$ cat src/rtl/add_pkg.sv
// Shared definitions for the digit-serial adder:
// state encoding and a W/D legality helper.
package add_pkg;

   localparam logic [1:0] ST_IDLE = 2'd0;
   localparam logic [1:0] ST_RUN  = 2'd1;
   localparam logic [1:0] ST_DONE = 2'd2;

   typedef enum logic [1:0] {
      S_IDLE = ST_IDLE,
      S_RUN  = ST_RUN,
      S_DONE = ST_DONE
   } state_t;

   function automatic bit legal(input int w, input int d);
      return (d >= 1) && (d <= w) && ((w % d) == 0);
   endfunction

endpackage

$ cat src/rtl/add_digit.sv
// Combinational D-bit ripple slice built from full-adder cells.
module add_digit #(
   parameter int D = 2
) (
   input  logic [D-1:0] a,
   input  logic [D-1:0] b,
   input  logic         ci,
   output logic [D-1:0] s,
   output logic         co
);

   logic [D:0] cc;

   assign cc[0] = ci;
   assign co    = cc[D];

   for (genvar i = 0; i < D; i++) begin : g_fa
      add_fa u_fa (
         .a  (a[i]),
         .b  (b[i]),
         .ci (cc[i]),
         .s  (s[i]),
         .co (cc[i+1])
      );
   end

endmodule

$ cat src/rtl/add_fa.sv
// One-bit full-adder cell.
module add_fa (
   input  logic a,
   input  logic b,
   input  logic ci,
   output logic s,
   output logic co
);

   assign s  = a ^ b ^ ci;
   assign co = (a & b) | (ci & (a ^ b));

endmodule

$ cat src/rtl/add_serial_nb.sv
// Digit-serial adder: z = x + y + ci, D bits per clock,
// with a start/busy/done handshake.
module add_serial_nb
   import add_pkg::*;
#(
   parameter int W = 8,
   parameter int D = 2
) (
   input  logic         clk,
   input  logic         rst,
   input  logic         start,
   input  logic [W-1:0] x,
   input  logic [W-1:0] y,
   input  logic         ci,
   output logic         busy,
   output logic         done,
   output logic [W-1:0] z,
   output logic         co
);

   localparam int N  = W / D;
   localparam int CW = (N > 1) ? $clog2(N) : 1;
   localparam logic [CW-1:0] LAST = CW'(N - 1);

   if (!legal(W, D)) begin : g_bad
      $error("add_serial_nb: W must be a multiple of D, 1<=D<=W");
   end

   state_t          state;
   logic [W-1:0]    xr;
   logic [W-1:0]    yr;
   logic            cr;
   logic [W-1:0]    acc;
   logic [W-1:0]    acc_nxt;
   logic [CW-1:0]   cnt;
   logic [D-1:0]    s;
   logic            c;

   add_digit #(.D(D)) u_dig (
      .a  (xr[D-1:0]),
      .b  (yr[D-1:0]),
      .ci (cr),
      .s  (s),
      .co (c)
   );

   // Digits enter at the MSB end so digit 0 lands at the bottom.
   if (D == W) begin : g_full
      assign acc_nxt = s;
   end else begin : g_part
      assign acc_nxt = {s, acc[W-1:D]};
   end

   always_ff @(posedge clk or posedge rst) begin
      if (rst) begin
         state <= S_IDLE;
         busy  <= 1'b0;
         done  <= 1'b0;
         z     <= '0;
         co    <= 1'b0;
         xr    <= '0;
         yr    <= '0;
         cr    <= 1'b0;
         acc   <= '0;
         cnt   <= '0;
      end else begin
         unique case (state)
            S_IDLE: begin
               done <= 1'b0;
               if (start) begin
                  xr    <= x;
                  yr    <= y;
                  cr    <= ci;
                  cnt   <= '0;
                  acc   <= '0;
                  busy  <= 1'b1;
                  state <= S_RUN;
               end
            end
            S_RUN: begin
               acc <= acc_nxt;
               xr  <= xr >> D;
               yr  <= yr >> D;
               cr  <= c;
               cnt <= cnt + CW'(1);
               if (cnt == LAST) begin
                  z     <= acc_nxt;
                  co    <= c;
                  busy  <= 1'b0;
                  done  <= 1'b1;
                  state <= S_DONE;
               end
            end
            S_DONE: begin
               done  <= 1'b0;
               state <= S_IDLE;
            end
            default: begin
               busy  <= 1'b0;
               done  <= 1'b0;
               state <= S_IDLE;
            end
         endcase
      end
   end

endmodule

$ cat config.mk
export PLATFORM = sky130hd
export DESIGN_NAME = add_serial_nb
export DESIGN_NICKNAME = d
export VERILOG_FILES = /design/src/rtl/add_pkg.sv /design/src/rtl/add_digit.sv /design/src/rtl/add_fa.sv /design/src/rtl/add_serial_nb.sv
export SDC_FILE = /design/constraint.sdc
export NUM_CORES = 1
export LEC_CHECK = 0
export ABC_CLOCK_PERIOD_IN_PS = 2300
export CAP_MARGIN = 20
export CORE_ASPECT_RATIO = 0.7
export CORE_MARGIN = 2
export CORE_UTILIZATION = 51
export CTS_CLUSTER_DIAMETER = 80
export DETAILED_ROUTE_END_ITERATION = 6
export PLACE_DENSITY = 0.78
export SKIP_CTS_REPAIR_TIMING = 1
export SLEW_MARGIN = 20
export SYNTH_ARGS = -nofsm -noshare
export SYNTH_HDL_FRONTEND = slang
export SYNTH_SLANG_ARGS = --single-unit
$ cat constraint.sdc
create_clock -name clk -period 2.3 [get_ports clk]
set_clock_uncertainty 0.15 [all_clocks]
set_input_delay 0.23 -clock clk [delete_from_list [all_inputs] [get_ports clk]]
set_output_delay 0.23 -clock clk [all_outputs]
set_load 0.01 [all_outputs]
## Yosys cells after proc, flatten, opt, wreduce, memory -nomap -nowiden

Index checks and enable logic that the tools add are counted.

- Register bits after elaboration: 40
- Input port bits: 20
- Output and inout port bits: 11
- Word-level logic and storage cells: 51

- Add/subtract/negate cells: 1
- Eq/ne operators: 5
- Multiplexer cells: 18
- Bitwise operators: 11
- Reductions and logical operators: 6

Operator list:

| operator | count |
|---|---|
| 8-bit case mux with 2 select lines | 3 |
| 8-bit 2-to-1 mux | 3 |
| 2-bit case mux with 2 select lines | 2 |
| 2-bit 2-to-1 mux | 3 |
| 2-bit AND reduction | 3 |
| 1-bit 2-to-1 mux | 5 |
| 1-bit bitwise AND | 4 |
| 2-bit equality test (second input constant) | 2 |
| 2-bit != test (second input constant) | 2 |
| 1-bit bitwise XOR | 4 |
| 1-bit case mux with 3 select lines | 1 |
| 3-bit AND reduction | 1 |
| 2-bit by 1-bit adder with 2-bit output (second input constant) | 1 |
| 2-bit by 1-bit equality test with 1-bit output (second input constant) | 1 |
| 2-bit logical NOT | 1 |
| 1-bit bitwise OR | 2 |
| 1-bit case mux with 2 select lines | 1 |
| 2-bit nonzero test | 1 |
| 1-bit inverter | 1 |

## Longest topological paths before layout

- Depth after elaboration: 6
- Depth in mapped cells: 5
- Gate-level depth less buffers: 4

## Cells and area by module

Synthesis repeated with hierarchy kept, for this count alone.

- Cell total of the unflattened synthesis: 138
- Area, all modules: 1709.1 µm²

By module, submodules not included:

| module | instances | cells each | area each (µm²) | seq. area each (µm²) |
|---|---|---|---|---|
| add_serial_nb | 1 | 136 | 1669.1 | 950.9 |
| add_fa | 2 | 1 | 20.0 | 0.0 |

## Worst setup path before layout

OpenSTA, ideal clock, no wires.

- Path kind: register to register
- From: reg cr
- To: reg acc[7]
- Setup time: 0.126 ns
- Arrival time: 1.378 ns
- Required time: 2.024 ns
- Setup slack: 0.646 ns
- Cell stages (with the launch flop): 5
- Buffers on the path: 0
- Clock period less this slack: 1.654 ns
- Cells stage by stage: dfrtp_1 -> inv_1 -> fa_1 -> fa_1 -> o21ai_0

- Word-level cells in the longest chain between the ends: 4

Ends and longest elaborated chain:

| what | RTL line | RTL |
|---|---|---|
| start, declared | add_serial_nb.sv:32 | `logic cr;` |
| start signal, assigned | add_serial_nb.sv:73 | `cr <= ci;` |
| 1-bit bitwise AND | add_fa.sv:11 | `assign co = (a & b) \| (ci & (a ^ b));` |
| 1-bit bitwise OR | add_fa.sv:11 |  |
| 1-bit bitwise XOR | add_fa.sv:10 | `assign s = a ^ b ^ ci;` |
| 8-bit case mux with 2 select lines | add_serial_nb.sv:67 | `unique case (state)` |
| end signal, assigned | add_serial_nb.sv:81 | `acc <= acc_nxt;` |
| end, declared | add_serial_nb.sv:33 | `logic [W-1:0] acc;` |

Every way passes these cells.
A chain may end at the register's enable or synchronous reset.

## Final worst setup path

Same ends and word-level chain as after synthesis.

==> run summary <==
=========================================================================================
Outcome                                                                         completed
Crit-path cells                                                              inv_1 -> fa_1 -> fa_1 -> o21ai_0
GP Congestion                                                                      0.8120
First-pass GRT wire length                                                       5.775 mm
Horiz. Die Dim                                                                   73.42 µm
Initial antenna violation count                                                         0
Kind of end point of the critical path                                               flop
Total stage count of the critical path                                                  4
Slew headroom                                                                      60.30%
Max frequency                                                                   559.2 MHz
Unrepaired setup endpoints after global routing                                     false
Slew Viols, Final                                                                       0
Cell at the slowest stage of the critical path                               sky130_fd_sc_hd__fa_1
Cell class contributing the biggest share of worst-path delay                 adder cells
# port buffers                                                                         30
Arrival @ worst endpoint                                                          1.80 ns
VDD IR-drop max                                                                  622.3 µV
DR pass1 iterations                                                                     4
Number of nets at the end of the flow                                                 199
Pin count of the biggest net entering global routing                                   39
Core ar.                                                                     0.003191 mm²
Relative area change from synthesis to final layout                                22.98%
# setup viols final                                                                     0
Grt total ovfl                                                                          0
Area of the mapped netlist                                                   0.001720 mm²
Via Count                                                                           1,205
Startpoint class of the critical path                                                flop
Critical path fanouts, max                                                              3
Proportion of register bits with asynchronous set or reset after synthesis         100.0%
Average footprint of a synthesized cell                                         11.86 µm²
Hold Vio Cnt, Final                                                                     0
Sequential fraction of the synthesis area                                          55.27%
Post-layout min period                                                           1.788 ns
Pwr Density                                                                   1396 mW/mm²
Number of distinct standard cells referenced by the synthesized netlist                35
Worst setup path class                                                       flop to flop
Summed negative setup slack over all endpoints                                       0 ns
CP Data Required Time                                                             2.31 ns
Fillers                                                                               258
# Max-Cap Violations                                                                    0
Critical path buffers and inverters                                                     1
Iteration-0 DRC count of the detailed router                                           51
Utilization after layout                                                           66.31%
Total routed wirelength                                                          3.420 mm
DR WL/cell                                                                       15.91 µm
Stage delay of the slowest cell on the critical path                              0.52 ns
Clock sink count                                                                       38
Crit share post-route                                                              77.76%
Number of buffers created by CTS                                                        5
Net count after synthesis                                                             168
Placed instance count                                                                 207
Master cell of the clock root buffer                                         sky130_fd_sc_hd__clkbuf_8
Via count of the first global-routing pass                                          1,210
Final antenna-violating net count                                                       0
H-tree levels                                                                           2
Number of placement rows                                                               17
Clk slew on worst S/H paths                                                       0.07 ns
Sum of net half-perimeters after detailed placement                              2.437 mm
Global-route usage over all layers                                                 21.06%
Cell repeated most along the worst path                                      sky130_fd_sc_hd__fa_1
Number of enable-type register cells in the synthesized netlist                         0
Synth Register Bits                                                                    38
Via/cell ratio                                                                      5.605
Die Height                                                                       52.60 µm
Post-layout instance count excluding filler cells                                     215
I/O pin count                                                                          31
Leakage Power                                                                   0.9402 nW
Most frequently used flop master after synthesis                             sky130_fd_sc_hd__dfrtp_1
Antenna diode instance count                                                            0
Ratio of cells with drive above 1 in the final layout                              13.56%
Initial cell density of the core                                                   53.92%
Transition at the pin with the smallest max-transition slack                    0.5936 ns
Remaining design rule violation count                                                   0
Setup slack, reg-to-reg                                                           0.51 ns
Die Area                                                                     0.003862 mm²
Worst skew pair latency                                                           0.29 ns
R2r worst-path depth                                                                    4
CTS tree                                                                            built
Maximum clock insertion buffer count                                                    2
Classification of the worst-slack hold path                                  input port to async pin
Gate count of the mapped netlist                                                      145
Count of yosys warnings during synthesis                                                0
=========================================================================================
[registers in the layout, summed over array words and instances (netlist names), 2 cells and up]
| register | flops |
|---|---|
| acc | 6 |
| cnt | 2 |
| state | 2 |
| xr | 8 |
| yr | 8 |
| z | 8 |
[per-layer routing]
| layer | part of all wire [%] | up-vias | track usage [%] |
|---|---|---|---|
| met5 | 0 | - | 0 |
| met2 | 45 | 28 | 31.68 |
| met4 | 0.73 | 0 | 6.970 |
| met1 | 50 | 594 | 28.43 |
| li1 | - | 578 | - |
| met3 | 4.8 | 5 | 7.692 |
[worst reg2reg max path, delay by kind of cell, from the launching register on]
family | cells | cell delay [ns]
AO/OA/AOI/OAI | 1 | 0.09
flip-flops | 1 | 0.38
buffers and inverters | 1 | 0.07
adder cells (fa/ha/maj) | 2 | 0.96
[layout by cell type, fill, tap and decap left out]
cell type and n:
sky130_fd_sc_hd__a221oi_1 3, sky130_fd_sc_hd__o221a_2 3, sky130_fd_sc_hd__clkbuf_1 2, sky130_fd_sc_hd__nand3b_4 1, sky130_fd_sc_hd__mux2_4 3, sky130_fd_sc_hd__inv_1 9
sky130_fd_sc_hd__dfrtp_1 38, sky130_fd_sc_hd__o21ai_0 15, sky130_fd_sc_hd__fa_1 2, sky130_fd_sc_hd__nor4bb_1 1, sky130_fd_sc_hd__a22o_1 5, sky130_fd_sc_hd__buf_4 2
sky130_fd_sc_hd__mux2_2 3, sky130_fd_sc_hd__nand2b_1 2, sky130_fd_sc_hd__o21ba_2 1, sky130_fd_sc_hd__nor2_2 1, sky130_fd_sc_hd__nor2_1 5, sky130_fd_sc_hd__o22a_1 1
sky130_fd_sc_hd__o211ai_1 1, sky130_fd_sc_hd__inv_2 1, sky130_fd_sc_hd__clkdlybuf4s50_1 30, sky130_fd_sc_hd__bufinv_16 1, sky130_fd_sc_hd__nand2_1 11, sky130_fd_sc_hd__a221oi_2 1
sky130_fd_sc_hd__nor3_1 6, sky130_fd_sc_hd__nor2b_1 4, sky130_fd_sc_hd__and2b_1 1, sky130_fd_sc_hd__a32o_1 1, sky130_fd_sc_hd__a211oi_1 1, sky130_fd_sc_hd__a21oi_1 6
sky130_fd_sc_hd__or3b_1 1, sky130_fd_sc_hd__o21bai_4 1, sky130_fd_sc_hd__o22ai_1 4, sky130_fd_sc_hd__nand3b_1 3, sky130_fd_sc_hd__clkbuf_8 5, sky130_fd_sc_hd__ha_1 1
sky130_fd_sc_hd__nor3b_2 1
[worst paths after layout]
| check | from | to |
|---|---|---|
| setup / recovery | cr | acc[7] |
| hold / removal | rst | xr[0] |
| setup reg to reg | cr | acc[7] |
| hold reg to reg | z[6] | z[6] |
| max in group asynchronous | rst | xr[7] |
| min in group clk | z[6] | z[6] |
[layout make-up]
cell class / count / area [µm²] / share of cell area (%)
timing repair buffer: 32 / 315.3 / 14.90
clock inverter: 1 / 30.03 / 1.419
clock buffer: 7 / 76.32 / 3.607
multi-input combinational: 89 / 658.1 / 31.11
sequential: 38 / 950.9 / 44.94
tap: 38 / 47.55 / 2.247
inverter: 10 / 37.54 / 1.774
[synth_stat cells, types with 2 or more instances]
cell type	instances	area share, %
sky130_fd_sc_hd__nand2_1	11	2.4
sky130_fd_sc_hd__buf_2	2	0.58
sky130_fd_sc_hd__nor2_1	5	1.1
sky130_fd_sc_hd__a21oi_1	6	1.7
sky130_fd_sc_hd__buf_6	5	3.3
sky130_fd_sc_hd__fa_1	2	2.3
sky130_fd_sc_hd__a221oi_1	3	1.5
sky130_fd_sc_hd__o21ai_0	15	4.4
sky130_fd_sc_hd__nand3b_1	3	1.3
sky130_fd_sc_hd__mux2_4	3	2.6
sky130_fd_sc_hd__inv_1	9	2.0
sky130_fd_sc_hd__nor3_1	6	1.7
sky130_fd_sc_hd__dfrtp_1	38	55
sky130_fd_sc_hd__o221a_2	3	2.0
sky130_fd_sc_hd__mux2_2	3	2.0
sky130_fd_sc_hd__a22o_1	5	2.5
sky130_fd_sc_hd__nor2b_1	4	1.5
sky130_fd_sc_hd__o22ai_1	4	1.5
sky130_fd_sc_hd__nand2b_1	2	0.73
[cell families after synthesis]
kind of cell,share of synthesized area [%]
AOI/OAI and AO/OA,18.11
adders and majority gates,3.055
buffers and inverters,6.472
DFF,55.27
muxes,4.581
and+or+nand+nor,12.51
[through the flow]
stage / cell area, µm² / total power, mW / hold WS (ns) / setup WS, ns
finish: 2116 / 2.953 / 0.1995 / 0.5116
detailed placement: 2009 / 2.420 / 0.3253 / 0.3956
floorplan: 1720 / 2.055 / 0.2160 / 0.6460
CTS: 2116 / 2.979 / 0.2168 / 0.5129
global route: 2116 / 3.165 / 0.2509 / 0.4589
global placement: 2009 / 2.358 / 0.3122 / 0.4560
[report_power, final]
group          switching (mW)  total, mW  internal, mW
Sequential              0.219       1.19         0.973
Clock                   0.231      0.555         0.324
Combinational           0.583       1.21         0.624
No activity file was read; power rests on OpenSTA's default activity.
